--- src/rtl/cpu_irq_arbiter_if.sv ---
// Memory-mapped register bus between the CPU and the interrupt arbiter.
// The CPU holds i_request until o_ready is seen; o_rdata is valid while o_ready is high.
interface cpu_irq_arbiter_if;
    logic        i_request;
    logic        i_rw;
    logic [7:0]  i_address;
    logic [31:0] i_wdata;
    logic [31:0] o_rdata;
    logic        o_ready;

    modport master (
        output i_request, i_rw, i_address, i_wdata,
        input  o_rdata, o_ready
    );

    modport slave (
        input  i_request, i_rw, i_address, i_wdata,
        output o_rdata, o_ready
    );
endinterface

--- src/rtl/cpu_irq_arbiter.sv ---
// PLIC-style interrupt arbiter with edge gateways, claim/complete, and a register bus.
// Define CPU_IRQ_ARBITER_SYNC_EN to add a two-flop synchronizer on every i_irq line.
module cpu_irq_arbiter #(
    parameter int NUM_SOURCES = 8,
    parameter int PRIO_WIDTH  = 3
) (
    input  logic                   i_clock,
    input  logic                   i_reset,
    input  logic [NUM_SOURCES-1:0] i_irq,
    output logic                   o_external_interrupt,
    cpu_irq_arbiter_if.slave       bus
);
    localparam int ID_W = $clog2(NUM_SOURCES + 1);

    typedef enum logic {IDLE, ACK} state_e;

    state_e                 state_q, state_d;
    logic [NUM_SOURCES-1:0] irq_s, irq_prev_q, edges;
    logic [NUM_SOURCES-1:0] pending_q, pending_d;
    logic [NUM_SOURCES-1:0] in_service_q, in_service_d;
    logic [NUM_SOURCES-1:0] enable_q, enable_d;
    logic [PRIO_WIDTH-1:0]  threshold_q, threshold_d;
    logic [PRIO_WIDTH-1:0]  prio_q [NUM_SOURCES];
    logic [PRIO_WIDTH-1:0]  prio_d [NUM_SOURCES];
    logic [PRIO_WIDTH-1:0]  win_prio;
    logic [ID_W-1:0]        best_id_q, best_id_d, win_id;
    logic                   ext_q, ext_d;
    logic                   ready_q, ready_d;
    logic [31:0]            rdata_q, rdata_d, rd_val;
    logic                   access, claim, complete;
    logic [5:0]             reg_idx;
    logic                   unused_addr_lsbs;

    assign reg_idx          = bus.i_address[7:2];
    assign unused_addr_lsbs = ^bus.i_address[1:0];

`ifdef CPU_IRQ_ARBITER_SYNC_EN
    logic [NUM_SOURCES-1:0] sync1_q, sync2_q;

    always_ff @(posedge i_clock or posedge i_reset) begin
        if (i_reset) begin
            sync1_q <= '0;
            sync2_q <= '0;
        end else begin
            sync1_q <= i_irq;
            sync2_q <= sync1_q;
        end
    end

    assign irq_s = sync2_q;
`else
    assign irq_s = i_irq;
`endif

    // Highest priority strictly above threshold; strict compare keeps the lowest ID on ties.
    always_comb begin
        win_prio = '0;
        win_id   = '0;
        for (int k = 0; k < NUM_SOURCES; k++) begin
            if (pending_q[k] && enable_q[k] && (prio_q[k] > threshold_q) && (prio_q[k] > win_prio)) begin
                win_prio = prio_q[k];
                win_id   = ID_W'(k + 1);
            end
        end
    end

    always_comb begin
        rd_val = '0;
        case (reg_idx)
            6'd0: rd_val = 32'(pending_q);
            6'd1: rd_val = 32'(enable_q);
            6'd2: rd_val = 32'(threshold_q);
            6'd3: rd_val = 32'(best_id_q);
            default: begin
                for (int k = 0; k < NUM_SOURCES; k++) begin
                    if (reg_idx == 6'(8 + k)) rd_val = 32'(prio_q[k]);
                end
            end
        endcase
    end

    always_comb begin
        state_d = state_q;
        ready_d = ready_q;
        rdata_d = rdata_q;
        access  = 1'b0;
        case (state_q)
            IDLE: begin
                if (bus.i_request) begin
                    access  = 1'b1;
                    rdata_d = bus.i_rw ? 32'd0 : rd_val;
                    ready_d = 1'b1;
                    state_d = ACK;
                end
            end
            ACK: begin
                if (!bus.i_request) begin
                    ready_d = 1'b0;
                    state_d = IDLE;
                end
            end
        endcase
    end

    assign claim    = access && !bus.i_rw && (reg_idx == 6'd3);
    assign complete = access &&  bus.i_rw && (reg_idx == 6'd3);
    assign edges    = irq_s & ~irq_prev_q;

    // Claim/complete are applied before the gateway so a same-cycle completion re-opens the source.
    always_comb begin
        pending_d    = pending_q;
        in_service_d = in_service_q;
        enable_d     = enable_q;
        threshold_d  = threshold_q;
        prio_d       = prio_q;
        for (int k = 0; k < NUM_SOURCES; k++) begin
            if (claim && (best_id_q == ID_W'(k + 1))) begin
                pending_d[k]    = 1'b0;
                in_service_d[k] = 1'b1;
            end
            if (complete && (bus.i_wdata == 32'(k + 1))) in_service_d[k] = 1'b0;
            if (edges[k] && !pending_d[k] && !in_service_d[k]) pending_d[k] = 1'b1;
            if (access && bus.i_rw && (reg_idx == 6'(8 + k))) prio_d[k] = bus.i_wdata[PRIO_WIDTH-1:0];
        end
        if (access && bus.i_rw && (reg_idx == 6'd1)) enable_d    = bus.i_wdata[NUM_SOURCES-1:0];
        if (access && bus.i_rw && (reg_idx == 6'd2)) threshold_d = bus.i_wdata[PRIO_WIDTH-1:0];
    end

    assign best_id_d = claim ? '0 : win_id;
    assign ext_d     = !claim && (win_id != '0);

    always_ff @(posedge i_clock or posedge i_reset) begin
        if (i_reset) begin
            state_q      <= IDLE;
            ready_q      <= 1'b0;
            rdata_q      <= '0;
            irq_prev_q   <= '0;
            pending_q    <= '0;
            in_service_q <= '0;
            enable_q     <= '0;
            threshold_q  <= '0;
            best_id_q    <= '0;
            ext_q        <= 1'b0;
            for (int k = 0; k < NUM_SOURCES; k++) prio_q[k] <= '0;
        end else begin
            state_q      <= state_d;
            ready_q      <= ready_d;
            rdata_q      <= rdata_d;
            irq_prev_q   <= irq_s;
            pending_q    <= pending_d;
            in_service_q <= in_service_d;
            enable_q     <= enable_d;
            threshold_q  <= threshold_d;
            best_id_q    <= best_id_d;
            ext_q        <= ext_d;
            for (int k = 0; k < NUM_SOURCES; k++) prio_q[k] <= prio_d[k];
        end
    end

    assign bus.o_ready           = ready_q;
    assign bus.o_rdata           = rdata_q;
    assign o_external_interrupt  = ext_q;
endmodule
--- src/flat_wrapper.sv ---
// flat-port wrapper written by rule: the top's interface ports become plain ports
module cpu_irq_arbiter_flat 
#(
    parameter int NUM_SOURCES = 8,
    parameter int PRIO_WIDTH  = 3
)
  (i_clock, i_reset, i_irq, o_external_interrupt, bus_i_request, bus_i_rw, bus_i_address, bus_i_wdata, bus_o_rdata, bus_o_ready);
  cpu_irq_arbiter_if bus_i ();
  input  logic i_clock;
  input  logic i_reset;
  input  logic [NUM_SOURCES-1:0] i_irq;
  output logic o_external_interrupt;
  input wire logic [$bits(bus_i.i_request)-1:0] bus_i_request;
  input wire logic [$bits(bus_i.i_rw)-1:0] bus_i_rw;
  input wire logic [$bits(bus_i.i_address)-1:0] bus_i_address;
  input wire logic [$bits(bus_i.i_wdata)-1:0] bus_i_wdata;
  output wire logic [$bits(bus_i.o_rdata)-1:0] bus_o_rdata;
  output wire logic [$bits(bus_i.o_ready)-1:0] bus_o_ready;
  assign bus_i.i_request = bus_i_request;
  assign bus_i.i_rw = bus_i_rw;
  assign bus_i.i_address = bus_i_address;
  assign bus_i.i_wdata = bus_i_wdata;
  assign bus_o_rdata = bus_i.o_rdata;
  assign bus_o_ready = bus_i.o_ready;
  cpu_irq_arbiter #(.NUM_SOURCES(NUM_SOURCES), .PRIO_WIDTH(PRIO_WIDTH)) u_core (.i_clock(i_clock), .i_reset(i_reset), .i_irq(i_irq), .o_external_interrupt(o_external_interrupt), .bus(bus_i));
endmodule
--- config.mk ---
export PLATFORM = sky130hd
export DESIGN_NAME = cpu_irq_arbiter_flat
export DESIGN_NICKNAME = d
export VERILOG_FILES = /design/src/rtl/cpu_irq_arbiter_if.sv /design/src/rtl/cpu_irq_arbiter.sv /design/src/flat_wrapper.sv
export SDC_FILE = /design/constraint.sdc
export NUM_CORES = 1
export LEC_CHECK = 0
export BUFFER_PORTS_ARGS = -buffer_cell sky130_fd_sc_hd__buf_2
export CORE_MARGIN = 4
export CORE_UTILIZATION = 50
export DETAILED_ROUTE_END_ITERATION = 6
export MAX_ROUTING_LAYER = met4
export PLACE_DENSITY = 0.75
export SYNTH_ARGS = -nofsm -noshare
export SYNTH_HDL_FRONTEND = slang
export SYNTH_SLANG_ARGS = --single-unit
--- constraint.sdc ---
create_clock -name i_clock -period 16.95 [get_ports i_clock]
set_input_delay 0 -clock i_clock [delete_from_list [all_inputs] [get_ports i_clock]]
set_output_delay 0 -clock i_clock [all_outputs]
set_load 0.02 [all_outputs]
==> flow_summary.toml <==
[finish]
final-seq-area_sq_um = 1850
syn2layout_area_growth_pct = 14.9
nFillCells = 809
stdcell_area_sq_um = 5590
layout-drive-gt1-share_pct = 19.3
multi_input_combinational_cell_area_sq_um = 2750
layout.nets = 689
diodes = 0

[clocking]
clkSlewWorstSetupHoldPaths_ns = 0.08
cts-root-to-sink-buffers = 2
cts_made_buffers = 9
insertion_delay_ns = 0.35
cts_sinks = 74
clock-root-buffer = "sky130_fd_sc_hd__clkbuf_8"
clock_tree.htree_level_count = 3
post_cts.repair.setup_buffers = 0
cells_resized_by_post_cts_repair = 0
cts_tree = "done"

[synth]
netlist_area_sq_um = 4860
synth_top_family_by_area = "compound AO/OA/AOI/OAI gates"
ys.flop_type = "sky130_fd_sc_hd__dfrtp_1"
xor_xnor_share_of_the_synthesized_area_pct = 0
synth-seq-cells = 74
synth-adder-area-share_pct = 10.8
yosysTopAreaCell = "sky130_fd_sc_hd__dfrtp_1"
yosysUniqueCellTypes = 58
yosysWarningCount = 0
synth_top_area_share_pct = 38.1
synth-compound-area-share_pct = 18.2
post_synth_main_area_contributors = "sky130_fd_sc_hd__dfrtp_1, sky130_fd_sc_hd__ha_1, sky130_fd_sc_hd__mux2_2, sky130_fd_sc_hd__nand2_1, sky130_fd_sc_hd__o21ai_0"
synth_mux_area_share_pct = 8.10
postSynth.asyncResetShare_pct = 100
part_of_the_yosys_area_used_for_sequential_elements_pct = 38.1
number_of_synthesized_flops_with_an_enable_pin = 0
avgSynthCellArea_sq_um = 9.37
post_synth_and_or_nand_nor_area_fraction_pct = 17.7
syn-instance-count = 519

[place]
globalplace.congestion = 0.921
detailed_placement_wirelength_estimate_um = 9740
port-buffer-count = 59
post_dp_cell_area_sq_um = 5200

[floorplanning]
die-width_um = 107
floorplan.rows = 35
io_pins = 86
floorplan.core_area_sq_um = 9370
design.die.area_sq_um = 11400
initial_core_utilization_pct = 51.9
die_height_um = 107

[power_and_ir_drop]
power.density_nw_per_um2 = 73.1
highest_ir_drop_seen_on_vdd_mv = 0.0516
total_leakage_power_nw = 2.62

[setup_path]
crit_family = "compound AO/OA/AOI/OAI gates"
crit_path_frequent_cell = "sky130_fd_sc_hd__ha_1"
r2r_cells = 45
timing.critical_path.required_ns = 17.18
cp_data_arrival_time_ns = 11.18
worst-path-max-fanout = 10
rr_startpoint = "u_core.threshold_q[2]"
cp_slowest_stage_delay_ns = 0.42
setup.worst_path.class = "reg -> reg"
crit-reg2reg-capture = "u_core.best_id_q[0]"
setup_slack_on_the_worst_flop_to_flop_path_ns = 5.99
worst_setup_path_end_kind = "flip-flop"
slowest_stage = "sky130_fd_sc_hd__mux2_2"
crit_buf_inv = 2
cp-start-kind = "flip-flop"

[worst_hold_path]
start_point_of_the_worst_hold_path = "bus_i_wdata[1]"
min_delay_path_depth = 3
timing.hold.worst_endpoint = "u_core.threshold_q[1]"
timing.hold.worst.class = "in -> reg"

[grt]
globalRouteOverflowTotal = 0
grt_pass1_vias = 4283
grt_pass1_wl_um = 21100
antenna_violations_before_repair = 0
grt_start_max_net_pins = 75
globalRouteTotalUtil_pct = 24.1

[flow_run]
maxCapViolations = 0

[drt]
routedLengthMet1_um = 5400
drt-initial-drc-count = 372
maxUsedRoutingLayer = "met4"
route.detailed.drc = 1
met3_length_um = 786
route.detailed.wl_per_inst_um = 17.8
postRouteAntennaNets = 0
drt-vias-per-instance = 5.87
met2_length_um = 6480
route.final.wire_length_um = 13000
dr_total_vias = 4279
detail_route.first_pass.iterations = 7

[sta]
skew_ns = 0.00911
fin_tns_setup_ns = 0
hold_viol_final = 0
max_transition_margin_pct = 38.7
period_share_pct = 64.6
final_max_slew_viol_count = 0
min_period_ns = 10.96
setup_viol = 0
grt_setup_unrepaired = "false"
maxClockFrequency_mhz = 91.3
worst_pin_slew_ns = 0.920

[run_status]
failed_checks = "DRC"
status = "finished, violations left"
## synthesized netlist by cell type (2+ instances only)
| master | instances |
|---|---|
| sky130_fd_sc_hd__buf_4 | 24 |
| sky130_fd_sc_hd__a22oi_1 | 6 |
| sky130_fd_sc_hd__clkbuf_1 | 9 |
| sky130_fd_sc_hd__mux2_2 | 27 |
| sky130_fd_sc_hd__a41oi_1 | 2 |
| sky130_fd_sc_hd__o22ai_1 | 8 |
| sky130_fd_sc_hd__a21o_1 | 4 |
| sky130_fd_sc_hd__and4_1 | 3 |
| sky130_fd_sc_hd__a211oi_1 | 2 |
| sky130_fd_sc_hd__mux4_2 | 4 |
| sky130_fd_sc_hd__a21oi_1 | 21 |
| sky130_fd_sc_hd__o21ai_0 | 38 |
| sky130_fd_sc_hd__or2_2 | 3 |
| sky130_fd_sc_hd__inv_1 | 32 |
| sky130_fd_sc_hd__o311ai_0 | 2 |
| sky130_fd_sc_hd__nor3_1 | 11 |
| sky130_fd_sc_hd__nor2b_1 | 6 |
| sky130_fd_sc_hd__and2_1 | 2 |
| sky130_fd_sc_hd__o2111ai_1 | 2 |
| sky130_fd_sc_hd__nand2b_1 | 12 |
| sky130_fd_sc_hd__and3_1 | 3 |
| sky130_fd_sc_hd__nand4_1 | 6 |
| sky130_fd_sc_hd__nand3_1 | 19 |
| sky130_fd_sc_hd__o31a_1 | 5 |
| sky130_fd_sc_hd__a31oi_1 | 8 |
| sky130_fd_sc_hd__o21a_1 | 4 |
| sky130_fd_sc_hd__nand3b_1 | 6 |
| sky130_fd_sc_hd__ha_1 | 42 |
| sky130_fd_sc_hd__nand2_1 | 52 |
| sky130_fd_sc_hd__nor2_1 | 32 |
| sky130_fd_sc_hd__o31ai_1 | 5 |
| sky130_fd_sc_hd__o2111a_1 | 3 |
| sky130_fd_sc_hd__o211ai_1 | 3 |
| sky130_fd_sc_hd__nor4_1 | 12 |
| sky130_fd_sc_hd__a32oi_1 | 3 |
| sky130_fd_sc_hd__o32a_1 | 2 |
| sky130_fd_sc_hd__dfrtp_1 | 74 |
| sky130_fd_sc_hd__o211a_1 | 2 |
## where the power goes
| group | total (W) | internal (W) | switching, W |
|---|---|---|---|
| clock network | 0.000164 | 0.0000977 | 0.0000659 |
| logic | 0.0000558 | 0.0000214 | 0.0000344 |
| registers | 0.000189 | 0.000183 | 0.00000657 |
## per-stage QoR
stage / hold WS [ns] / util [%] / setup WS [ns] / cells / total power [W]
3_5_place_dp: 0.128 / 55.5 / 6.17 / 698 / 0.000245
4_1_cts: 0.00767 / 59.6 / 6.09 / 729 / 0.000410
5_1_grt: 0.0396 / 59.6 / 5.36 / 729 / 0.000427
6_report: 0.0270 / 59.6 / 5.99 / 729 / 0.000408
3_3_place_gp: 0.125 / 55.5 / 6.46 / 698 / 0.000242
2_1_floorplan: 0.0314 / - / 7.85 / 542 / 0.000230
## logic make-up after synthesis
group,count (synthesis)
mux,31
buf+inv,66
flops,74
fa+ha+maj,42
compound gates,132
simple gates,173
other cells,1
## routing by layer
layer | vias up | global-route usage [%]
met1 | 2042 | 30.6
met2 | 178 | 39.8
met4 | 0 | 8.40
li1 | 2024 | -
met3 | 35 | 3.55
met5 | - | -
## worst register-to-register path: cells and delay by family, from the launching register on
| family | cells | cell delay, ns |
|---|---|---|
| buf+inv | 2 | 0.43 |
| mux | 3 | 1.10 |
| flops | 1 | 0.38 |
| compound gates | 15 | 3.66 |
| fa+ha+maj | 8 | 2.35 |
| simple gates | 17 | 2.93 |
## registers in the layout, indices dropped and copies added (netlist names)
signal,cells
u_core.enable_q,8
u_core.pending_q,8
u_core.best_id_q,4
u_core.bus.o_ready,1
u_core.prio_q,24
u_core.threshold_q,3
u_core.state_q,1
u_core.bus.o_rdata,8
u_core.irq_prev_q,8
u_core.o_external_interrupt,1
u_core.in_service_q,8
## cell type report
cell class,count,area share [%]
inverter,32,2.15
timing repair buffer,76,8.24
sequential,74,33.1
multi-input combinational,402,49.3
clock buffer,9,2.22
clock inverter,7,2.10
tap,129,2.89
## placed cells by master, fill, tap and decap left out, types with 4 or more instances in the layout
master	synthesis	routed
sky130_fd_sc_hd__a21o_1	4	4
sky130_fd_sc_hd__mux2_2	27	27
sky130_fd_sc_hd__nand2_1	52	52
sky130_fd_sc_hd__nor2_1	32	32
sky130_fd_sc_hd__a21oi_1	21	21
sky130_fd_sc_hd__dlygate4sd3_1	0	15
sky130_fd_sc_hd__o31a_1	5	5
sky130_fd_sc_hd__ha_1	42	42
sky130_fd_sc_hd__a22oi_1	6	6
sky130_fd_sc_hd__buf_2	0	59
sky130_fd_sc_hd__o31ai_1	5	5
sky130_fd_sc_hd__clkbuf_8	0	9
sky130_fd_sc_hd__nand4_1	6	6
sky130_fd_sc_hd__o22ai_1	8	8
sky130_fd_sc_hd__nor2b_1	6	6
sky130_fd_sc_hd__o21a_1	4	4
sky130_fd_sc_hd__a31oi_1	8	8
sky130_fd_sc_hd__nor4_1	12	12
sky130_fd_sc_hd__nand3b_1	6	6
sky130_fd_sc_hd__nand2b_1	12	12
sky130_fd_sc_hd__mux4_2	4	4
sky130_fd_sc_hd__nor3_1	11	11
sky130_fd_sc_hd__conb_1	1	24
sky130_fd_sc_hd__nand3_1	19	19
sky130_fd_sc_hd__inv_1	32	31
sky130_fd_sc_hd__dfrtp_1	74	74
sky130_fd_sc_hd__o21ai_0	38	38
## worst max-delay path by stage
stage,from,end,slack [ns],cells past startpoint
floorplan,u_core.threshold_q[2],u_core.best_id_q[0],7.85,45
global placement,u_core.threshold_q[1],u_core.best_id_q[0],6.46,44
detailed placement,u_core.threshold_q[2],u_core.best_id_q[0],6.17,45
CTS,u_core.threshold_q[2],u_core.best_id_q[0],6.09,45
global route,u_core.threshold_q[1],u_core.best_id_q[0],5.36,44
finish,u_core.threshold_q[2],u_core.best_id_q[0],5.99,45
## what timing repair did
item,4_1_cts,5_1_grt
hold buffers,15,0
setup endpoints to repair,0,0
hold endpoints to repair,97,0
(Power assumes the default switching activity.)
